### config.mk
export PLATFORM = sky130hd
export DESIGN_NAME = usb_pkt_tx_sequencer
export DESIGN_NICKNAME = d
export VERILOG_FILES = /design/src/rtl/usb_pkt_tx_sequencer.sv
export SDC_FILE = /design/constraint.sdc
export NUM_CORES = 1
export LEC_CHECK = 0
export BUFFER_PORTS_ARGS = -buffer_cell sky130_fd_sc_hd__buf_2
export CAP_MARGIN = 40
export CORE_ASPECT_RATIO = 2
export CORE_MARGIN = 5
export CORE_UTILIZATION = 54
export CTS_CLUSTER_DIAMETER = 150
export CTS_CLUSTER_SIZE = 28
export DETAILED_ROUTE_END_ITERATION = 8
export PLACE_DENSITY = 0.88
export SYNTH_ARGS = -nofsm -noshare
export SYNTH_HDL_FRONTEND = slang
export SYNTH_SLANG_ARGS = --single-unit
### constraint.sdc
create_clock -name clock -period 2.1 [get_ports clock]
set_input_delay 0 -clock clock [delete_from_list [all_inputs] [get_ports clock]]
set_output_delay 0 -clock clock [all_outputs]
set_load 0.05 [all_outputs]
### src/rtl/usb_pkt_tx_sequencer.sv
// USB host transmit sequencer: serialises SYNC, PID, token/data fields and CRC
// LSB first into a raw bit stream for the bit-stuffer/NRZI stage, then drives EOP.
module usb_pkt_tx_sequencer #(
    parameter int PAYLOAD_BITS = 64
) (
    input  logic                    clock,
    input  logic                    reset_n,
    input  logic                    pkt_valid,
    output logic                    pkt_ready,
    input  logic [3:0]              pkt_pid,
    input  logic [6:0]              pkt_addr,
    input  logic [3:0]              pkt_endp,
    input  logic [PAYLOAD_BITS-1:0] pkt_payload,
    output logic                    bit_out,
    output logic                    bit_valid,
    input  logic                    bit_stall,
    output logic                    eop,
    output logic                    done,
    output logic                    err
);

    localparam int CW = $clog2(PAYLOAD_BITS) + 1;
    localparam int SW = (PAYLOAD_BITS > 16) ? PAYLOAD_BITS : 16;

    localparam logic [CW-1:0] LAST_BYTE  = CW'(7);
    localparam logic [CW-1:0] LAST_TOKEN = CW'(10);
    localparam logic [CW-1:0] LAST_CRC5  = CW'(4);
    localparam logic [CW-1:0] LAST_DATA  = CW'(PAYLOAD_BITS - 1);
    localparam logic [CW-1:0] LAST_CRC16 = CW'(15);
    localparam logic [CW-1:0] LAST_EOP   = CW'(2);
    localparam logic [7:0]    SYNC_PATTERN = 8'h80;

    typedef enum logic [3:0] {
        S_IDLE, S_SYNC, S_PID, S_TOKEN, S_CRC5, S_DATA, S_CRC16, S_EOP, S_DONE, S_ERR
    } state_t;

    state_t                  state, state_d;
    logic [CW-1:0]           cnt, cnt_d, field_end;
    logic [SW-1:0]           sh, sh_d;
    logic [3:0]              pid_q, pid_d;
    logic [10:0]             tok_q, tok_d;
    logic [PAYLOAD_BITS-1:0] pay_q, pay_d;
    logic [4:0]              crc5, crc5_d, crc5_nxt;
    logic [15:0]             crc16, crc16_d, crc16_nxt;
    logic                    field_last, consume;

    function automatic logic is_token(input logic [3:0] pid);
        return (pid == 4'b0001) || (pid == 4'b1001);
    endfunction

    function automatic logic is_data(input logic [3:0] pid);
        return pid == 4'b0011;
    endfunction

    function automatic logic is_handshake(input logic [3:0] pid);
        return (pid == 4'b0010) || (pid == 4'b1010);
    endfunction

    function automatic logic [4:0] rev5(input logic [4:0] v);
        logic [4:0] r;
        for (int i = 0; i < 5; i++) r[i] = v[4-i];
        return r;
    endfunction

    function automatic logic [15:0] rev16(input logic [15:0] v);
        logic [15:0] r;
        for (int i = 0; i < 16; i++) r[i] = v[15-i];
        return r;
    endfunction

    // Every field, CRCs included, leaves through sh[0]; the CRCs are loaded
    // bit-reversed and complemented so shifting LSB first sends them MSB first.
    assign bit_valid = state inside {S_SYNC, S_PID, S_TOKEN, S_CRC5, S_DATA, S_CRC16};
    assign bit_out   = bit_valid & sh[0];
    assign consume   = bit_valid & ~bit_stall;

    assign crc5_nxt  = (sh[0] ^ crc5[4])  ? ({crc5[3:0], 1'b0} ^ 5'h05)
                                          : {crc5[3:0], 1'b0};
    assign crc16_nxt = (sh[0] ^ crc16[15]) ? ({crc16[14:0], 1'b0} ^ 16'h8005)
                                           : {crc16[14:0], 1'b0};

    always_comb begin
        field_end = LAST_BYTE;
        case (state)
            S_TOKEN: field_end = LAST_TOKEN;
            S_CRC5:  field_end = LAST_CRC5;
            S_DATA:  field_end = LAST_DATA;
            S_CRC16: field_end = LAST_CRC16;
            S_EOP:   field_end = LAST_EOP;
            default: field_end = LAST_BYTE;
        endcase
    end

    assign field_last = (cnt == field_end);

    always_comb begin
        state_d   = state;
        cnt_d     = cnt;
        sh_d      = sh;
        pid_d     = pid_q;
        tok_d     = tok_q;
        pay_d     = pay_q;
        crc5_d    = crc5;
        crc16_d   = crc16;
        pkt_ready = 1'b0;
        eop       = 1'b0;
        done      = 1'b0;
        err       = 1'b0;
        case (state)
            // DONE also accepts, giving the 4-cycle back-to-back gap.
            S_IDLE, S_DONE: begin
                pkt_ready = 1'b1;
                done      = (state == S_DONE);
                state_d   = S_IDLE;
                if (pkt_valid) begin
                    pid_d   = pkt_pid;
                    tok_d   = {pkt_endp, pkt_addr};
                    pay_d   = pkt_payload;
                    crc5_d  = '1;
                    crc16_d = '1;
                    cnt_d   = '0;
                    sh_d    = SW'(SYNC_PATTERN);
                    state_d = (is_token(pkt_pid) || is_data(pkt_pid) || is_handshake(pkt_pid))
                              ? S_SYNC : S_ERR;
                end
            end
            S_SYNC, S_PID, S_TOKEN, S_CRC5, S_DATA, S_CRC16: begin
                if (consume) begin
                    if (state == S_TOKEN) crc5_d = crc5_nxt;
                    if (state == S_DATA) crc16_d = crc16_nxt;
                    cnt_d = field_last ? '0 : cnt + 1'b1;
                    sh_d  = sh >> 1;
                    if (field_last) begin
                        case (state)
                            S_SYNC: begin
                                state_d = S_PID;
                                sh_d    = SW'({~pid_q, pid_q});
                            end
                            S_PID: begin
                                if (is_token(pid_q)) begin
                                    state_d = S_TOKEN;
                                    sh_d    = SW'(tok_q);
                                end else if (is_data(pid_q)) begin
                                    state_d = S_DATA;
                                    sh_d    = SW'(pay_q);
                                end else begin
                                    state_d = S_EOP;
                                end
                            end
                            S_TOKEN: begin
                                state_d = S_CRC5;
                                sh_d    = SW'(rev5(~crc5_nxt));
                            end
                            S_DATA: begin
                                state_d = S_CRC16;
                                sh_d    = SW'(rev16(~crc16_nxt));
                            end
                            default: state_d = S_EOP;
                        endcase
                    end
                end
            end
            S_EOP: begin
                eop   = 1'b1;
                cnt_d = field_last ? '0 : cnt + 1'b1;
                if (field_last) state_d = S_DONE;
            end
            S_ERR: begin
                err     = 1'b1;
                state_d = S_IDLE;
            end
            default: state_d = S_IDLE;
        endcase
    end

    always_ff @(posedge clock or negedge reset_n) begin
        if (!reset_n) begin
            state <= S_IDLE;
            cnt   <= '0;
            sh    <= '0;
            pid_q <= '0;
            tok_q <= '0;
            pay_q <= '0;
            crc5  <= '1;
            crc16 <= '1;
        end else begin
            state <= state_d;
            cnt   <= cnt_d;
            sh    <= sh_d;
            pid_q <= pid_d;
            tok_q <= tok_d;
            pay_q <= pay_d;
            crc5  <= crc5_d;
            crc16 <= crc16_d;
        end
    end

endmodule

==> run_results.csv, run 1 <==
group,metric,value,unit
setup_path,crit_chain,"buf_6 > buf_6 > nand4bb_1 > o221ai_2 > nand3_2 > nor4_4 > buf_6 > buf_12 > nor3b_1 > nor3_1",
cts,worst_skew_pair.late_latency,0.44,ns
cts,cts_root_buf,"clkbuf_16",
run_status,status,"finished, violations left",
logic_synthesis,synth_commonest_cells,"dfrtp_1 (154), nand2_1 (118), mux2_2 (79)",
timing,finalHoldViolations,0,
setup_path,worstSetupPathType,"register to register",
cts,clock_sinks,175,
detailed_routing,wl_per_cell,27.2,um
timing,setup_violations,74,
finish,layout.nets,1216,
grt,grt_pass1_wl,46700,um
timing,slew_headroom,62.3,%
setup_path,crit_family,"simple AND/OR/NAND/NOR gates",
place,post-place-cells,1187,
setup_path,cp_slowest_cell,"dfrtp_2",
power,leakage,0.00552,uW
grt,antenna_found_initial,1,
place,port_buffers,88,
logic_synthesis,yosys.area.top_type_share,43.2,%
timing,setup_tns,-14.48,ns
detailed_routing,drc,0,
floorplanning,start_util,54.8,%
logic_synthesis,async_flop_share,100,%
detailed_routing,ant_nets,0,
detailed_routing,first_pass_iters,6,
setup_path,cp-start-kind,"register",
run_status,violations,"negative setup slack",
finish,instances_no_fill,1350,
cts,cts_tree,"done",
timing,fin_crit,2.43,ns
setup_path,crit_path_frequent_cell,"buf_6",
place,placed_cell_area,10100,um^2
setup_path,cp.arrival,2.75,ns
grt,track_usage,31.3,%
floorplanning,rows,66,
finish,design_area,12900,um^2
finish,area_growth,45.1,%
timing,max_freq,411,MHz
logic_synthesis,syn_area_per_cell,10.1,um^2
place,gp_congestion,0.946,
logic_synthesis,synth_most_common_cell,"dfrtp_1",
setup_path,cp-end-kind,"register",
cts,cts.reportedPaths.clkPinSlew,0.08,ns
cts,cts_made_buffers,17,
logic_synthesis,synth_ff_type,"dfrtp_1",
power,ir_drop,0.749,mV
finish,fillers,801,
place,dp_hpwl,16000,um
logic_synthesis,synth_nets,968,
power,power,12700,uW
timing,final.setup.worst_slack,-0.333,ns
logic_synthesis,synth_top_area_cell,"dfrtp_1",
logic_synthesis,synth_area,8910,um^2
timing,fin_crit_sh,116,%
logic_synthesis,ys_types,64,
floorplanning,core,16300,um^2
floorplanning,pin_count,89,
detailed_routing,wl,36700,um
logic_synthesis,synth-seq-cells,175,
finish,layout-drive-gt1-share,40.5,%
timing,rsz0062_at_grt,"yes",
setup_path,worstPathMaxFanout,7,
detailed_routing,drt-initial-drc-count,1236,
logic_synthesis,ys_seq_area_share,49.4,%
power,p_per_area,980,nW/um^2
logic_synthesis,yosys_warnings,0,
cts,h-tree-depth,4,
grt,grt_pass1_vias,8975,
cts,clockBufferDepth,2,
floorplanning,die-area,19300,um^2
flow_run,maxCapViolCount,0,
grt,grt_max_degree,67,
setup_path,critPathBufInv,4,
logic_synthesis,synth_enable_flop_cells,0,
grt,grt_overflow,0,
floorplanning,die_width,101,um
min_path,hold_class,"input port to asynchronous set/reset pin",
detailed_routing,dr_total_vias,9483,
logic_synthesis,syn_inst,884,
timing,drv_slew,0,
timing,worst_pin_slew,0.565,ns
timing,clock_skew,0.0112,ns
detailed_routing,vias_per_cell,7.02,
setup_path,worstPathRequired,2.41,ns
floorplanning,fp.dieH,192,um
logic_synthesis,synthTopCellsByArea,"dfrtp_1 (43%), mux2_2 (10%), dfstp_2 (6.2%)",
setup_path,max_stage_delay,0.48,ns
finish,utilization,79.5,%
[final cells by class]
cell class / instances / area [um^2] / area share [%]
Multi-Input combinational cell: 632 / 4780 / 37.0
Antenna cell: 1 / 2.50 / 0.0194
Clock inverter: 13 / 174 / 1.35
Sequential cell: 175 / 4410 / 34.1
Inverter: 6 / 22.5 / 0.174
Tap cell: 204 / 255 / 1.97
Clock buffer: 19 / 443 / 3.43
Timing Repair Buffer: 300 / 2840 / 22.0
[metrics by stage]
step,hold slack [ns],worst slack (ns)
floorplan,-0.296,-0.205
global placement,-0.0105,-0.0996
detailed placement,-0.00478,-0.273
CTS,0.0853,-0.0743
global route,0.155,-0.472
finish,0.0994,-0.333
[report_power, final]
part | switching (uW) | leakage (uW) | internal (uW)
clock network | 1500 | 0.000304 | 1940
registers | 778 | 0.00216 | 4350
logic | 2170 | 0.00305 | 1940
total | 4450 | 0.00552 | 8230
[flip-flops by register name, indices dropped and copies added, names as in the netlist]
signal,flops
sh,64
tok_q,11
cnt,7
crc16,16
state,4
pid_q,4
pay_q,64
crc5,5
[cells in the final DEF (no fill, tap or decap), drive strengths merged, types with 20 or more instances in the layout]
master and n:
dlygate4sd3 80, nand2 118, o22a 20, and3 31, a21oi 60, nor3 33, buf 210, dfrtp 154
nor2 43, nor3b 29, dfstp 21, mux2 79, clkbuf 29, o21ai 57
[layer usage]
layer,GRT usage (%),vias to the layer above,part of all wire (%)
met3,5.05,341,10
li1,-,3724,-
met5,0,-,0
met1,35.3,4496,31
met4,19.1,0,9.5
met2,54.3,922,49
[path summary, 6_finish.rpt]
kind	start	end	slack, ns	cells past startpoint
max	state[1]$_DFFE_PN0P_	sh[17]$_DFFE_PN0P_	-0.33	10
min	reset_n	pid_q[0]$_DFFE_PN0P_	0.1	2
max in group asynchronous	reset_n	crc16[4]$_DFFE_PN1P_	1.16	3
max reg2reg	state[1]$_DFFE_PN0P_	sh[17]$_DFFE_PN0P_	-0.33	10
min reg2reg	pay_q[39]$_DFFE_PN0P_	pay_q[39]$_DFFE_PN0P_	0.51	1
min in group clock	pkt_valid	cnt[6]$_DFFE_PN0P_	0.16	5
[cell families (layout without fill, tap and decap cells)]
kind of cell	Yosys count	count (layout)	share of synthesized area, %
buffers and inverters	78	338	3.68
and+or+nand+nor	306	306	17.5
muxes	90	90	11.2
DFF	175	175	49.4
other	0	1	0
adders and majority gates	1	1	0.140
AOI/OAI and AO/OA	227	228	17.4
xor gates and xnor gates	7	7	0.688
[repair_timing]
| item | in CTS | in global routing |
|---|---|---|
| setup endpoints to repair | 93 | 131 |
| hold endpoints to repair | 134 | 0 |
| pin swaps | 21 | 50 |
| gates resized for setup | 56 | 128 |
| cloned | 6 | 14 |
| buffers inserted | 19 | 18 |
| hold buffers | 80 | 0 |
[worst reg2reg max path: stages, from the launching register on]
cell and delay, ns:
dfrtp_2 0.48, buf_6 0.16, buf_6 0.11, nand4bb_1 0.21
o221ai_2 0.24, nand3_2 0.14, nor4_4 0.23, buf_6 0.21
buf_12 0.16, nor3b_1 0.07, nor3_1 0.30
No activity file was read; power rests on OpenSTA's default activity.
==> run 2, diff against run 1 <==
--- a/config.mk
+++ b/config.mk
@@ -5,15 +5,18 @@
 export SDC_FILE = /design/constraint.sdc
 export NUM_CORES = 1
 export LEC_CHECK = 0
+export ABC_AREA = 1
 export BUFFER_PORTS_ARGS = -buffer_cell sky130_fd_sc_hd__buf_2
 export CAP_MARGIN = 40
+export CELL_PAD_IN_SITES_DETAIL_PLACEMENT = 1
+export CELL_PAD_IN_SITES_GLOBAL_PLACEMENT = 1
 export CORE_ASPECT_RATIO = 2
 export CORE_MARGIN = 5
-export CORE_UTILIZATION = 54
+export CORE_UTILIZATION = 39
 export CTS_CLUSTER_DIAMETER = 150
 export CTS_CLUSTER_SIZE = 28
 export DETAILED_ROUTE_END_ITERATION = 8
-export PLACE_DENSITY = 0.88
+export PLACE_DENSITY = 0.87
 export SYNTH_ARGS = -nofsm -noshare
 export SYNTH_HDL_FRONTEND = slang
 export SYNTH_SLANG_ARGS = --single-unit
==> run 2 against run 1 <==
Effect of this change:
- the run still ends with negative setup slack left
- synthesized cell count up 48%
- combinational power up 120%
- register-to-register slack better by 0.17 ns
- global-route usage down 7.0 points
- sequential power up 17%
- design area down 2.9%
- non-clock buffer count down 49
- utilization down 27 points
- clock power down 8.7%
- power up 45%
- via count up 7.0%
- cell count up 34%
- largest power group is now combinational cells
==> run_results.csv, run 2 <==
group,metric,value,unit
run_status,status,"finished, violations left",
run_status,violations,"negative setup slack",
flow_run,maxCapViolCount,0,
floorplanning,fp.dieH,229,um
timing,worst_pin_slew,0.686,ns
timing,finalHoldViolations,0,
setup_path,worstSetupPathType,"register to register",
logic_synthesis,synth-seq-cells,175,
grt,grt_max_degree,81,
power,leakage,0.00678,uW
detailed_routing,wl_per_cell,21.3,um
cts,cts_made_buffers,17,
floorplanning,pin_count,89,
floorplanning,core,23700,um^2
detailed_routing,first_pass_iters,5,
finish,layout.nets,1591,
logic_synthesis,synth_commonest_cells,"nand2_1 (580), dfrtp_1 (154), nand3_1 (152)",
timing,clock_skew,0.0117,ns
min_path,hold_class,"input port to register",
cts,worst_skew_pair.late_latency,0.45,ns
timing,drv_slew,0,
logic_synthesis,yosys.area.top_type_share,41.3,%
place,gp_congestion,0.887,
setup_path,worstPathMaxFanout,18,
logic_synthesis,syn_inst,1309,
grt,use_met1,25.1,%
detailed_routing,dr_total_vias,10200,
timing,holdWs,0.0954,ns
finish,area_growth,34.4,%
timing,final.setup.worst_slack,-0.158,ns
cts,cts.reportedPaths.clkPinSlew,0.06,ns
logic_synthesis,ys_seq_area_share,47.2,%
grt,grt_pass1_wl,52800,um
detailed_routing,vias_per_cell,5.61,
logic_synthesis,syn_area_per_cell,7.13,um^2
setup_path,reg2reg_depth,11,
finish,fillers,2888,
logic_synthesis,synth_simple_gate_area_share,35.2,%
logic_synthesis,async_flop_share,100,%
logic_synthesis,ys_types,36,
logic_synthesis,synth_enable_flop_cells,0,
logic_synthesis,synth_ff_type,"dfrtp_1",
logic_synthesis,synth_most_common_cell,"nand2_1",
finish,final_common_cell,"nand2_1",
logic_synthesis,synth_top_area_cell,"dfrtp_1",
floorplanning,start_util,39.4,%
timing,max_freq,443,MHz
grt,met3_usage,4.11,%
finish,reg.largest.list,"pay_q: 64 flops, sh: 64 flops, crc16: 16 flops",
timing,setup_tns,-8.38,ns
power,p_per_area,1460,nW/um^2
cts,h-tree-depth,4,
cts,cts_tree,"done",
timing,rsz0062_at_grt,"yes",
timing,fin_crit_sh,108,%
cts,clockBufferDepth,2,
detailed_routing,drt-initial-drc-count,524,
grt,track_usage,24.3,%
cts,cts_root_buf,"clkbuf_16",
setup_path,cp.arrival,2.64,ns
place,port_buffers,88,
detailed_routing,drc,0,
place,dp_hpwl,21000,um
logic_synthesis,synthTopCellsByArea,"dfrtp_1 (41%), nand2_1 (23%), nand3_1 (8.1%)",
logic_synthesis,synth_compound_area_share,8.07,%
logic_synthesis,synth_top_family_by_area,"simple AND/OR/NAND/NOR gates",
detailed_routing,ant_nets,0,
grt,antenna_found_initial,1,
detailed_routing,wl,38500,um
logic_synthesis,yosys_warnings,0,
grt,grt_pass1_vias,10400,
timing,fin_crit,2.26,ns
setup_path,worstPathRequired,2.48,ns
logic_synthesis,synthMuxAreaShare,0,%
place,placed_cell_area,10400,um^2
timing,slew_headroom,54.3,%
finish,multi_input_comb_area,4410,um^2
logic_synthesis,synth-adder-area-share,0.134,%
finish,layout-drive-gt1-share,20.2,%
finish,seq_area,4410,um^2
power,ir_drop,1.12,mV
timing,setup_violations,85,
min_path,min_path_cells,4,
setup_path,cp-end-kind,"register",
setup_path,cp-start-kind,"register",
logic_synthesis,synth-xor-area-share,0.563,%
cts,clock_sinks,175,
logic_synthesis,synth_nets,1393,
floorplanning,die_width,119,um
floorplanning,die-area,27300,um^2
finish,design_area,12600,um^2
grt,grt_overflow,0,
finish,layout_common_cells,"nand2_1 (540), dfrtp_1 (150), nand3_1 (137), inv_1 (117), buf_2 (86)",
floorplanning,rows,80,
grt,met2_usage,45.3,%
logic_synthesis,synth_area,9340,um^2
grt,top_usage_layer,"met2",
[run 2: report_power, final]
| part | total, uW | switching, uW | internal [uW] | leakage [uW] |
|---|---|---|---|---|
| clock network | 3140 | 1390 | 1750 | 0.000271 |
| registers | 5970 | 1150 | 4820 | 0.00223 |
| logic | 9210 | 6010 | 3200 | 0.00428 |
| total | 18300 | 8550 | 9770 | 0.00678 |
[run 2: through the flow]
| step | power [uW] | util (%) | instances | worst slack, ns |
|---|---|---|---|---|
| finish | 18300 | 52.9 | 1808 | -0.158 |
| detailed placement | 13100 | 43.8 | 1663 | -0.131 |
| CTS | 16600 | 49.7 | 1777 | 0.00738 |
| global route | 19300 | 52.9 | 1808 | -0.207 |
| floorplan | 10300 | - | 1309 | 0.109 |
| global placement | 12700 | 43.8 | 1663 | -0.0597 |
[run 2: per-layer routing]
layer,share of wire (%),wire (um)
met4,7.2,2780
met5,0,0
met3,4.4,1680
met2,54,20700
met1,35,13300
[run 2: worst paths after layout]
check	start	end	slack (ns)
worst max-delay path	state[0]$_DFFE_PN0P_	sh[36]$_DFFE_PN0P_	-0.16
worst min-delay path	pkt_valid	cnt[1]$_DFFE_PN0P_	0.1
worst max register to register	state[0]$_DFFE_PN0P_	sh[36]$_DFFE_PN0P_	-0.16
worst min register to register	crc16[13]$_DFFE_PN1P_	crc16[13]$_DFFE_PN1P_	0.48
max in group asynchronous	reset_n	crc16[1]$_DFFE_PN1P_	1.20
min in group asynchronous	reset_n	pay_q[19]$_DFFE_PN0P_	0.13
[run 2: cell type report]
type,instances,area share (%)
sequential,175,35.1
multi-input combinational,937,35.1
timing repair buffer,251,18.5
clock buffer,23,3.89
inverter,125,3.82
tap,287,2.86
clock inverter,9,0.668
antenna,1,0.0199
[run 2: worst max-delay path: stages (launching register included)]
cell	delay (ns)
dfrtp_2	0.50
buf_4	0.17
buf_4	0.15
o21ai_4	0.22
nand2_4	0.13
o211ai_1	0.21
inv_2	0.11
nor2_4	0.14
buf_8	0.17
buf_12	0.18
nand2_1	0.09
nand2_1	0.10
[run 2: logic make-up (layout without fill, tap and decap cells)]
family	after synthesis	count (layout)
simple gates	813	814
fa+ha+maj	1	1
xor+xnor	6	6
buf+inv	198	408
other cells	0	1
compound gates	116	116
flops	175	175
[run 2: repair_timing]
| item | CTS | global route |
|---|---|---|
| hold buffers | 81 | 0 |
| setup endpoints to repair | 69 | 82 |
| pin swaps | 2 | 25 |
| gates resized for setup | 9 | 89 |
| cloned | 0 | 14 |
| setup buffers | 1 | 16 |
| endpoints found under the hold margin | 139 | 0 |
